[src/rtl/mc_cnt_gen.sv]
// Up/down counter confined to a [MIN, MAX] window, with a run-time boundary
// policy (wrap, saturate, bounce or hold) and a registered boundary-event pulse.
module mc_cnt_gen #(
    parameter int WIDTH = 5,
    parameter int MIN   = 0,
    parameter int MAX   = 31
) (
    input  logic             clk,
    input  logic             reset,
    input  logic             clr,
    input  logic             load,
    input  logic [WIDTH-1:0] load_val,
    input  logic             en,
    input  logic             dir,
    input  logic [1:0]       mode,
    output logic [WIDTH-1:0] io_out,
    output logic             dir_out,
    output logic             evt
);

    typedef enum logic [1:0] {
        M_WRAP = 2'd0,
        M_SAT  = 2'd1,
        M_BNC  = 2'd2,
        M_HOLD = 2'd3
    } mode_e;

    localparam logic [WIDTH-1:0] MIN_V = MIN[WIDTH-1:0];
    localparam logic [WIDTH-1:0] MAX_V = MAX[WIDTH-1:0];

    if (WIDTH < 2 || MIN < 0 || MIN >= MAX ||
        64'(MAX) > ((64'd1 << WIDTH) - 64'd1)) begin : g_bad_window
        $error("mc_cnt_gen: need WIDTH>=2 and 0 <= MIN < MAX <= 2^WIDTH-1");
    end

    logic [WIDTH-1:0] io_q, io_d;
    logic             bdir_q, bdir_d;
    logic             evt_q, evt_d;

    // Window tests are generated only where a bound can actually be crossed,
    // so a full-range window does not produce constant comparisons.
    logic below_q, above_q, ld_below, ld_above;

    if (MIN > 0) begin : g_lo
        assign below_q  = (io_q < MIN_V);
        assign ld_below = (load_val < MIN_V);
    end else begin : g_lo_none
        assign below_q  = 1'b0;
        assign ld_below = 1'b0;
    end

    if (64'(MAX) < ((64'd1 << WIDTH) - 64'd1)) begin : g_hi
        assign above_q  = (io_q > MAX_V);
        assign ld_above = (load_val > MAX_V);
    end else begin : g_hi_none
        assign above_q  = 1'b0;
        assign ld_above = 1'b0;
    end

    mode_e            mode_e_w;
    logic             d_dn;
    logic [WIDTH-1:0] cur;
    logic             at_bnd;
    logic [WIDTH-1:0] cur_up, cur_dn;

    always_comb begin
        mode_e_w = mode_e'(mode);
        d_dn     = (mode_e_w == M_BNC) ? bdir_q : dir;

        // Out-of-window state steps as if it sat on the nearest bound.
        cur = io_q;
        if (below_q)      cur = MIN_V;
        else if (above_q) cur = MAX_V;

        at_bnd = d_dn ? (cur == MIN_V) : (cur == MAX_V);
        cur_up = cur + 1'b1;
        cur_dn = cur - 1'b1;
    end

    always_comb begin
        io_d   = io_q;
        bdir_d = bdir_q;
        evt_d  = 1'b0;
        if (clr) begin
            io_d   = MIN_V;
            bdir_d = 1'b0;
        end else if (load) begin
            if (ld_below)      io_d = MIN_V;
            else if (ld_above) io_d = MAX_V;
            else               io_d = load_val;
        end else if (en) begin
            case (mode_e_w)
                M_WRAP: begin
                    evt_d = at_bnd;
                    if (at_bnd) io_d = d_dn ? MAX_V : MIN_V;
                    else        io_d = d_dn ? cur_dn : cur_up;
                end
                M_SAT: begin
                    evt_d = at_bnd;
                    if (at_bnd) io_d = cur;
                    else        io_d = d_dn ? cur_dn : cur_up;
                end
                M_BNC: begin
                    evt_d = at_bnd;
                    if (at_bnd) begin
                        // Turn around and take the step in the new direction.
                        bdir_d = ~bdir_q;
                        io_d   = bdir_q ? cur_up : cur_dn;
                    end else begin
                        io_d = d_dn ? cur_dn : cur_up;
                    end
                end
                default: begin
                    io_d = io_q;
                end
            endcase
        end
    end

    always_ff @(posedge clk or negedge reset) begin
        if (!reset) begin
            io_q   <= MIN_V;
            bdir_q <= 1'b0;
            evt_q  <= 1'b0;
        end else begin
            io_q   <= io_d;
            bdir_q <= bdir_d;
            evt_q  <= evt_d;
        end
    end

    assign io_out  = io_q;
    assign evt     = evt_q;
    assign dir_out = (mode == 2'd2) ? bdir_q : dir;

endmodule

[config.mk]
export PLATFORM = sky130hd
export DESIGN_NAME = mc_cnt_gen
export DESIGN_NICKNAME = d
export VERILOG_FILES = /design/src/rtl/mc_cnt_gen.sv
export SDC_FILE = /design/constraint.sdc
export NUM_CORES = 1
export LEC_CHECK = 0
export BUFFER_PORTS_ARGS = -buffer_cell sky130_fd_sc_hd__buf_2
export CAP_MARGIN = 20
export CORE_MARGIN = 8
export CORE_UTILIZATION = 27
export CTS_BUF_LIST = sky130_fd_sc_hd__clkbuf_2 sky130_fd_sc_hd__clkbuf_4 sky130_fd_sc_hd__clkbuf_8
export DETAILED_ROUTE_END_ITERATION = 8
export GPL_TIMING_DRIVEN = 0
export HOLD_SLACK_MARGIN = 0.15
export PLACE_DENSITY = 0.57
export SLEW_MARGIN = 10
export SYNTH_ARGS = -nofsm -noshare
export SYNTH_HDL_FRONTEND = slang
export SYNTH_SLANG_ARGS = --single-unit
export TNS_END_PERCENT = 10
[constraint.sdc]
create_clock -name clk -period 2.4 [get_ports clk]
set_clock_uncertainty 0.2 [all_clocks]
set_input_delay 0.36 -clock clk [delete_from_list [all_inputs] [get_ports clk]]
set_output_delay 0.36 -clock clk [all_outputs]
set_load 0.005 [all_outputs]
==> results.json, run 1 <==
{
  "placed_area_um2": 1086,
  "ys.flop_type": "dfrtp_1",
  "ant_nets": 0,
  "dp_hpwl_um": 2107,
  "cts_max_level": 1,
  "fill_cells": 362,
  "route.detailed.drc": 0,
  "synth_edf_count": 0,
  "synth_compound_area_share_pct": 26.14,
  "syn-num-nets": 131,
  "maxCapViolations": 0,
  "critPathMostFrequentCell": "ha_2",
  "num_io_pins": 20,
  "finalHoldViolCount": 0,
  "holdWs_ns": 0.1573,
  "ys_types": 46,
  "tightest_slew_ns": 0.3932,
  "regArea_um2": 178.9,
  "slew_violations": 0,
  "die_x_um": 74.80,
  "drive_gt1_share_pct": 37.14,
  "dieArea_um2": 5594,
  "firstDrtPassIters": 4,
  "gp_congestion": 0.8263,
  "crit_chain": "ha_2, and3_1, ha_2, mux2_4, a21oi_2, nor2_1, o41ai_2",
  "clkTransAtPathRegs_ns": 0.06,
  "synthCells": 111,
  "die_h_um": 74.80,
  "power.density_nw_per_um2": 446.7,
  "peakVddDrop_v": 0.0002601,
  "wl_per_cell_um": 14.82,
  "row_count": 21,
  "critPathArrivalTime_ns": 2.24,
  "vias": 969,
  "grt_first_pass_wirelength_um": 4588,
  "first_iter_violations": 37,
  "cts_buffers": 3,
  "final.period_utilization_pct": 95.63,
  "area_delta_synth_final_pct": 27.75,
  "yosys-mux-area-fraction_pct": 6.434,
  "critPathKind": "reg2reg",
  "io_buffers": 19,
  "slowest_delay_ns": 0.45,
  "path_max_fanout": 7,
  "crit_slowest_cell": "dfrtp_2",
  "drt_wl_total_um": 2756,
  "crit_required_ns": 2.34,
  "min_period_ns": 2.295,
  "synth-simple-area-share_pct": 28.02,
  "grt_pass1_vias": 980,
  "viasPerCell": 5.210,
  "clock.fmax_mhz": 435.7,
  "syn_avg_cell_area_um2": 8.409,
  "cts_sinks": 7,
  "end_kind": "register",
  "coreArea_um2": 3337,
  "synth-async-reset-ratio_pct": 100.0,
  "initial_core_util_pct": 27.97,
  "yosysWarnings": 0,
  "diodes": 0,
  "relSlewSlack_pct": 73.56,
  "cts_tree": "yes",
  "synth-seq-area-share_pct": 18.77,
  "antenna_found_initial": 0,
  "leakagePower_nw": 0.5187,
  "setup_viol": 0,
  "cts-root-buf": "clkbuf_4",
  "min_path_type": "in2reg",
  "fin_nets": 161,
  "grt_use_total_pct": 10.51,
  "grt_max_degree": 11,
  "design_area_um2": 1192,
  "ctsLongestPathBuffers": 2,
  "synthAdderAreaFrac_pct": 9.383,
  "rsz0062_at_grt": "false",
  "fin_total_pwr_mw": 0.5326,
  "multiInputGateArea_um2": 716.9,
  "synth_area_um2": 933.4,
  "critPathLaunchType": "register",
  "ys_seq_elements": 7,
  "synth_top_family_by_area": "simple AND/OR/NAND/NOR gates",
  "overflow": 0,
  "clkLatencyLatePin_ns": 0.26,
  "status": "finished, final reports clean",
  "synthXorXnorAreaFrac_pct": 4.692
}
## cells in the final DEF, fill, tap and decap left out, types with 3 or more instances in the layout
master         count
a31oi_1            4
dfrtp_1            4
buf_2             20
nand2b_1           3
nand2_1            6
a21oi_1            5
xnor2_1            3
dlygate4sd3_1      3
clkbuf_4           4
o21ai_0            4
nor3_1             4
inv_1              6
nor2b_1            3
dfrtp_2            3
a21o_1             4
ha_1               4
ha_2               3
buf_4              6
nand3_1            5
nor2_1             6
## layout make-up
type / count / area share, %
inverters: 6 / 1.889
well taps: 46 / 4.827
repair buffers: 25 / 12.38
plain buffers: 5 / 3.253
flip-flops and latches: 7 / 15.01
clock buffers: 4 / 2.518
multi-input cells: 93 / 60.13
## registers in the layout, indices dropped and copies added (netlist names)
signal,flops
evt,1
bdir_q,1
io_out,5
## final timing paths
kind / cells past startpoint / slack (ns) / endpoint / startpoint
max: 7 / 0.10 / io_out[0]$_DFFE_PN0P_ / io_out[1]$_DFFE_PN0P_
min: 3 / 0.16 / io_out[3]$_DFFE_PN0P_ / load_val[3]
max reg2reg: 7 / 0.10 / io_out[0]$_DFFE_PN0P_ / io_out[1]$_DFFE_PN0P_
min reg2reg: 2 / 0.42 / io_out[1]$_DFFE_PN0P_ / io_out[1]$_DFFE_PN0P_
max in group asynchronous: 2 / 1.56 / io_out[1]$_DFFE_PN0P_ / reset
min in group asynchronous: 2 / 0.26 / io_out[4]$_DFFE_PN0P_ / reset
## power breakdown
part	leakage (nW)	internal [mW]	switching (mW)	total, mW
combinational	0.412	0.128	0.134	0.263
clock	0.0184	0.0749	0.0460	0.121
sequential	0.0880	0.130	0.0188	0.149
## metal layers
metal  share of wire [%]  track usage [%]  vias up
li1                    -                -      476
met1                  42            11.76      452
met2                  51            18.88       35
met3                 5.6            2.796        6
met4                 1.3            3.043        0
met5                   0                0        -
## kinds of logic (layout without fill, tap and decap cells)
| logic type | after synthesis | count (layout) |
|---|---|---|
| xor+xnor | 5 | 5 |
| flops | 7 | 7 |
| mux | 5 | 5 |
| fa+ha+maj | 7 | 7 |
| buf+inv | 11 | 40 |
| compound gates | 33 | 33 |
| simple gates | 43 | 43 |
## through the flow
step                      setup TNS (ns)  utilization, %  instances  worst slack (ns)
after floorplan                        0               -        111            0.1700
after global placement           -0.2743           32.55        176           -0.1024
after detailed placement         -0.3317           32.55        176           -0.1098
after CTS                              0           34.65        184          0.003420
after global routing                   0           35.73        186         0.0008322
final                                  0           35.73        186            0.1048
## critical path, delay by kind of cell, from the launching register on
family          cells  cell delay (ns)
flops               1             0.45
simple gates        2             0.28
compound gates      2             0.51
fa+ha+maj           2             0.42
mux                 1             0.32
## cells in the mapped netlist (3+ instances only)
library cell / instances / area share [%]
a31oi_1: 4 / 2.7
nor3_1: 4 / 2.1
nor2b_1: 3 / 2.0
o21ai_0: 4 / 2.1
nor2_1: 6 / 2.4
inv_1: 6 / 2.4
xnor2_1: 3 / 2.8
nand2_1: 6 / 2.4
nand3_1: 5 / 2.7
dfrtp_1: 7 / 19
buf_4: 3 / 2.4
a21oi_1: 5 / 2.7
nand2b_1: 3 / 2.0
a21o_1: 4 / 3.2
mux2i_1: 3 / 3.2
ha_1: 7 / 9.4
## timing repair
item / 4_1_cts / 5_1_grt
pin swaps: 0 / 1
endpoints found under the hold margin: 10 / 0
setup endpoints to repair: 4 / 5
setup buffers: 1 / 2
hold buffers: 3 / 0
gates resized for setup: 2 / 6
Power figures use the tool's default switching activity.
==> inputs of run 2 (changes only) <==
--- a/config.mk
+++ b/config.mk
@@ -14,6 +14,7 @@
 export GPL_TIMING_DRIVEN = 0
 export HOLD_SLACK_MARGIN = 0.15
 export PLACE_DENSITY = 0.57
+export RECOVER_POWER = 25
 export SLEW_MARGIN = 10
 export SYNTH_ARGS = -nofsm -noshare
 export SYNTH_HDL_FRONTEND = slang
==> constraint.sdc (replaced) <==
create_clock -name clk -period 2.14 [get_ports clk]
set_clock_uncertainty 0.2 [all_clocks]
set_input_delay 0.321 -clock clk [delete_from_list [all_inputs] [get_ports clk]]
set_output_delay 0.321 -clock clk [all_outputs]
set_load 0.005 [all_outputs]
==> results.json, run 2 (synthesis results as in run 1) <==
{
  "status": "complete, but fails checks",
  "violations": "negative setup slack",
  "initial_core_util_pct": 27.97,
  "finalHoldViolCount": 0,
  "crit_chain": "buf_4, and3_4, ha_4, or2b_2, o21ai_4, a21o_1, a311o_1, a31oi_1",
  "slowest_delay_ns": 0.42,
  "fin_nets": 164,
  "coreArea_um2": 3337,
  "clkLatencyLatePin_ns": 0.25,
  "grt_first_pass_wirelength_um": 4643,
  "cts_sinks": 7,
  "setup_ws_ns": -0.03753,
  "critPathArrivalTime_ns": 2.11,
  "multiInputGateArea_um2": 780.7,
  "dieArea_um2": 5594,
  "slew_violations": 0,
  "viasPerCell": 5.360,
  "ant_nets": 0,
  "power.density_nw_per_um2": 482.2,
  "fin_total_pwr_mw": 0.6239,
  "diodes": 0,
  "min_path_type": "in2reg",
  "end_kind": "register",
  "cts_tree": "yes",
  "critPathKind": "reg2reg",
  "num_io_pins": 20,
  "dp_hpwl_um": 2049,
  "die_h_um": 74.80,
  "antenna_found_initial": 0,
  "gp_congestion": 0.8334,
  "placed_area_um2": 1092,
  "critPathLaunch": "io_out[2]$_DFFE_PN0P_",
  "largest_reg_flops": 5,
  "wl_per_cell_um": 14.90,
  "instances_no_fill": 189,
  "final.period_utilization_pct": 101.8,
  "regArea_um2": 178.9,
  "peakVddDrop_v": 0.0004656,
  "cts_buffers": 3,
  "overflow": 0,
  "die_x_um": 74.80,
  "first_iter_violations": 46,
  "maxCapViolations": 0,
  "cts-root-buf": "clkbuf_4",
  "mostFrequentLayoutCells": "buf_2, inv_1, nand2_1, nand3_1, dlygate4sd3_1",
  "cts_max_level": 1,
  "grt_use_total_pct": 10.47,
  "firstDrtPassIters": 4,
  "dpl.cell_count": 176,
  "grt_pass1_vias": 1035,
  "crit_slowest_cell": "dfrtp_2",
  "critPathLaunchType": "register",
  "fill_cells": 345,
  "grt_max_degree": 11,
  "route.detailed.drc": 0,
  "r2r_start": "io_out[2]$_DFFE_PN0P_",
  "final_common_cell": "buf_2",
  "vias": 1013,
  "drive_gt1_share_pct": 41.26,
  "design_area_um2": 1294,
  "clkTransAtPathRegs_ns": 0.05,
  "drt_wl_total_um": 2817,
  "ctsLongestPathBuffers": 2,
  "io_buffers": 19,
  "min_period_ns": 2.178,
  "worstHoldStart": "load_val[1]",
  "relSlewSlack_pct": 63.73,
  "crit_required_ns": 2.07,
  "clock.fmax_mhz": 459.2,
  "setup_viol": 4,
  "row_count": 21,
  "area_delta_synth_final_pct": 38.61,
  "tightest_slew_ns": 0.5395,
  "rsz0062_at_grt": "true",
  "path_max_fanout": 10,
  "leakagePower_nw": 0.5344
}
run 2: cell count changes in the layout (fill, tap and decap cells not counted), moves of 2 or more:
cell           change
buf_4              -2
buf_6              +3
dlygate4sd3_1      +2
ha_4               +2
nor2_1             -2
nor2_2             +2
run 2: where the power goes:
| part | leakage [nW] | total (mW) | switching, mW | internal (mW) |
|---|---|---|---|---|
| Clock | 0.0184 | 0.131 | 0.0472 | 0.0837 |
| Combinational | 0.428 | 0.322 | 0.163 | 0.160 |
| Sequential | 0.0880 | 0.171 | 0.0247 | 0.146 |
run 2: worst paths after layout:
kind / end / slack [ns] / cells after the start
max: io_out[4]$_DFFE_PN0P_ / -0.04 / 8
min: io_out[1]$_DFFE_PN0P_ / 0.16 / 3
max reg2reg: io_out[4]$_DFFE_PN0P_ / -0.04 / 8
min reg2reg: io_out[1]$_DFFE_PN0P_ / 0.42 / 2
max in group asynchronous: io_out[0]$_DFFE_PN0P_ / 1.17 / 2
min in group asynchronous: io_out[3]$_DFFE_PN0P_ / 0.29 / 2
run 2: area by class of cell:
| type | count | area share (%) |
|---|---|---|
| Buffer | 5 | 2.998 |
| Clock buffer | 4 | 2.321 |
| Inverter | 6 | 1.741 |
| Multi-Input combinational cell | 93 | 60.35 |
| Sequential cell | 7 | 13.83 |
| Tap cell | 46 | 4.449 |
| Timing Repair Buffer | 28 | 14.31 |
run 2: per-stage QoR:
stage	setup TNS, ns	setup slack (ns)	hold slack, ns	utilization (%)
final	-0.1307	-0.03753	0.1615	38.77
after global routing	-0.4331	-0.1275	0.1960	38.77
after global placement	-1.335	-0.3190	-0.04592	32.73
after CTS	-0.1022	-0.05658	0.1645	37.65
after floorplan	0	0.0009890	-0.1746	-
after detailed placement	-1.480	-0.3609	-0.04194	32.73
run 2: layer usage:
metal	share of wire, %	global-route usage, %
met1	42	12.17
met2	50	18.49
met3	7.1	3.063
met4	1.0	1.957
met5	0	0
run 2: repair_timing:
item,in CTS,in global routing
resized for setup,10,9
setup buffers,4,0
pin swaps,9,1
endpoints found under the setup margin,5,5
hold buffers,5,0
endpoints found under the hold margin,12,0
run 2: critical path, delay by kind of cell, from the launching register on:
kind                       cells  cell delay, ns
adders and majority gates      1            0.15
AOI/OAI and AO/OA              4            0.53
and+or+nand+nor                2            0.55
buffers and inverters          1            0.20
DFF                            1            0.42
==> inputs of run 3 (changes only) <==
--- a/config.mk
+++ b/config.mk
@@ -15,6 +15,7 @@
 export HOLD_SLACK_MARGIN = 0.15
 export PLACE_DENSITY = 0.57
 export RECOVER_POWER = 25
+export SETUP_SLACK_MARGIN = 0.1
 export SLEW_MARGIN = 10
 export SYNTH_ARGS = -nofsm -noshare
 export SYNTH_HDL_FRONTEND = slang
==> results.json, run 3 (synthesis results as in run 1) <==
{
  "pre_cts_ws_ns": -0.2424,
  "first_iter_violations": 29,
  "violations": "negative setup slack",
  "path_max_fanout": 5,
  "wl_per_cell_um": 14.81,
  "ctsLongestPathBuffers": 2,
  "dp_hpwl_um": 2107,
  "io_buffers": 19,
  "holdWs_ns": 0.1818,
  "cts_tree": "yes",
  "largest_reg_flops": 5,
  "timing.setup.tns_ns": -0.08901,
  "die_x_um": 74.80,
  "internal-power_mw": 0.4013,
  "num_io_pins": 20,
  "grt_pass1_vias": 1060,
  "fin_nets": 166,
  "end_kind": "register",
  "critPathKind": "reg2reg",
  "overflow": 0,
  "p_seq_share_pct": 26.7,
  "crit_required_ns": 2.11,
  "cts_max_level": 1,
  "relSlewSlack_pct": 69.38,
  "grt_first_pass_wirelength_um": 4726,
  "cts-root-buf": "clkbuf_4",
  "cts_sinks": 7,
  "p_sw_share_pct": 36.75,
  "critPathLaunchType": "register",
  "leakagePower_nw": 0.5500,
  "maxCapViolations": 0,
  "critPathArrivalTime_ns": 2.15,
  "p_switching_mw": 0.2332,
  "rsz0062_at_grt": "true",
  "die_h_um": 74.80,
  "fin_util_pct": 39.37,
  "clock.fmax_mhz": 458.8,
  "ant_nets": 0,
  "grt_use_total_pct": 10.65,
  "diodes": 0,
  "cts_buffers": 3,
  "min_period_ns": 2.180,
  "power.density_nw_per_um2": 483.0,
  "drt_wl_total_um": 2829,
  "antenna_found_initial": 0,
  "reg2reg_slack_ns": -0.04,
  "vias": 1005,
  "gp_congestion": 0.8306,
  "route.detailed.drc": 0,
  "min_path_type": "in2reg",
  "area_delta_synth_final_pct": 40.75,
  "dieArea_um2": 5594,
  "viasPerCell": 5.262,
  "clkLatencyLatePin_ns": 0.25,
  "power.clock.fraction_pct": 20.4,
  "initial_core_util_pct": 27.97,
  "clkTransAtPathRegs_ns": 0.05,
  "peakVddDrop_v": 0.0004179,
  "tightest_slew_ns": 0.4555,
  "coreArea_um2": 3337,
  "firstDrtPassIters": 4,
  "status": "complete, but fails checks",
  "mostFrequentLayoutCells": "buf_2, buf_4, inv_1, nand2_1",
  "grt_max_degree": 11,
  "finalHoldViolCount": 0,
  "slew_violations": 0,
  "row_count": 21,
  "final_common_cell": "buf_2",
  "comb_power_share_pct": 52.9,
  "setup_viol": 3,
  "drive_gt1_share_pct": 39.31,
  "setup_ws_ns": -0.03952,
  "final.period_utilization_pct": 101.8
}
==> run 3: changes by cell type in the layout (fill, tap and decap cells not counted), moves of 2 or more <==
cell   previous run  this run
buf_6             4         1
ha_2              2         0
ha_4              2         4
buf_4             4         8
==> run 3: power by group through the flow <==
stage	registers [mW]	logic [mW]	clock network (mW)
detailed placement	0.175	0.275	0
global placement	0.174	0.270	0
floorplan	0.169	0.202	0
global route	0.171	0.368	0.144
CTS	0.169	0.323	0.134
finish	0.169	0.336	0.130
==> run 3: final cells by class <==
| type | instances | area, um2 |
|---|---|---|
| Multi-Input combinational cell | 93 | 784.5 |
| Inverter | 6 | 22.52 |
| Tap cell | 46 | 57.56 |
| Timing Repair Buffer | 30 | 201.4 |
| Buffer | 5 | 38.79 |
| Fill cell | 357 | 2023 |
| Clock buffer | 4 | 30.03 |
| Sequential cell | 7 | 178.9 |
==> run 3: layer usage <==
layer | GRT usage, % | up-vias | share of wire [%]
met5 | 0 | - | 0
met4 | 2.826 | 0 | 1.4
met3 | 2.264 | 4 | 4.9
met2 | 18.68 | 34 | 50
met1 | 12.67 | 481 | 43
li1 | - | 486 | -
==> run 3: path summary, 6_finish.rpt <==
check / start / depth (start not counted) / endpoint
max: io_out[1]$_DFFE_PN0P_ / 8 / io_out[4]$_DFFE_PN0P_
min: load_val[1] / 3 / io_out[1]$_DFFE_PN0P_
max reg2reg: io_out[1]$_DFFE_PN0P_ / 8 / io_out[4]$_DFFE_PN0P_
min reg2reg: io_out[3]$_DFFE_PN0P_ / 3 / io_out[3]$_DFFE_PN0P_
max in group asynchronous: reset / 2 / io_out[0]$_DFFE_PN0P_
min in group asynchronous: reset / 2 / io_out[4]$_DFFE_PN0P_
==> run 3: worst max-delay path: stages, from the launching register on <==
cell	delay, ns
dfrtp_2	0.45
ha_4	0.19
and3_4	0.18
ha_4	0.17
or2b_4	0.22
o21ai_4	0.06
a21o_1	0.17
a311o_1	0.30
a31oi_1	0.16
==> run 3: repair_timing <==
| item | CTS | global route |
|---|---|---|
| setup buffers | 6 | 0 |
| endpoints found under the setup margin | 5 | 7 |
| pin swaps | 11 | 2 |
| gates resized for setup | 4 | 2 |
| hold endpoints to repair | 12 | 0 |
| hold buffers | 5 | 0 |
==> run 3: stage by stage <==
step,power [mW],instances,instance area (um2)
6_report,0.6345,191,1314
5_1_grt,0.6832,191,1314
4_1_cts,0.6256,191,1303
3_5_place_dp,0.4496,176,1151
3_3_place_gp,0.4446,176,1151
2_1_floorplan,0.3708,111,998.5
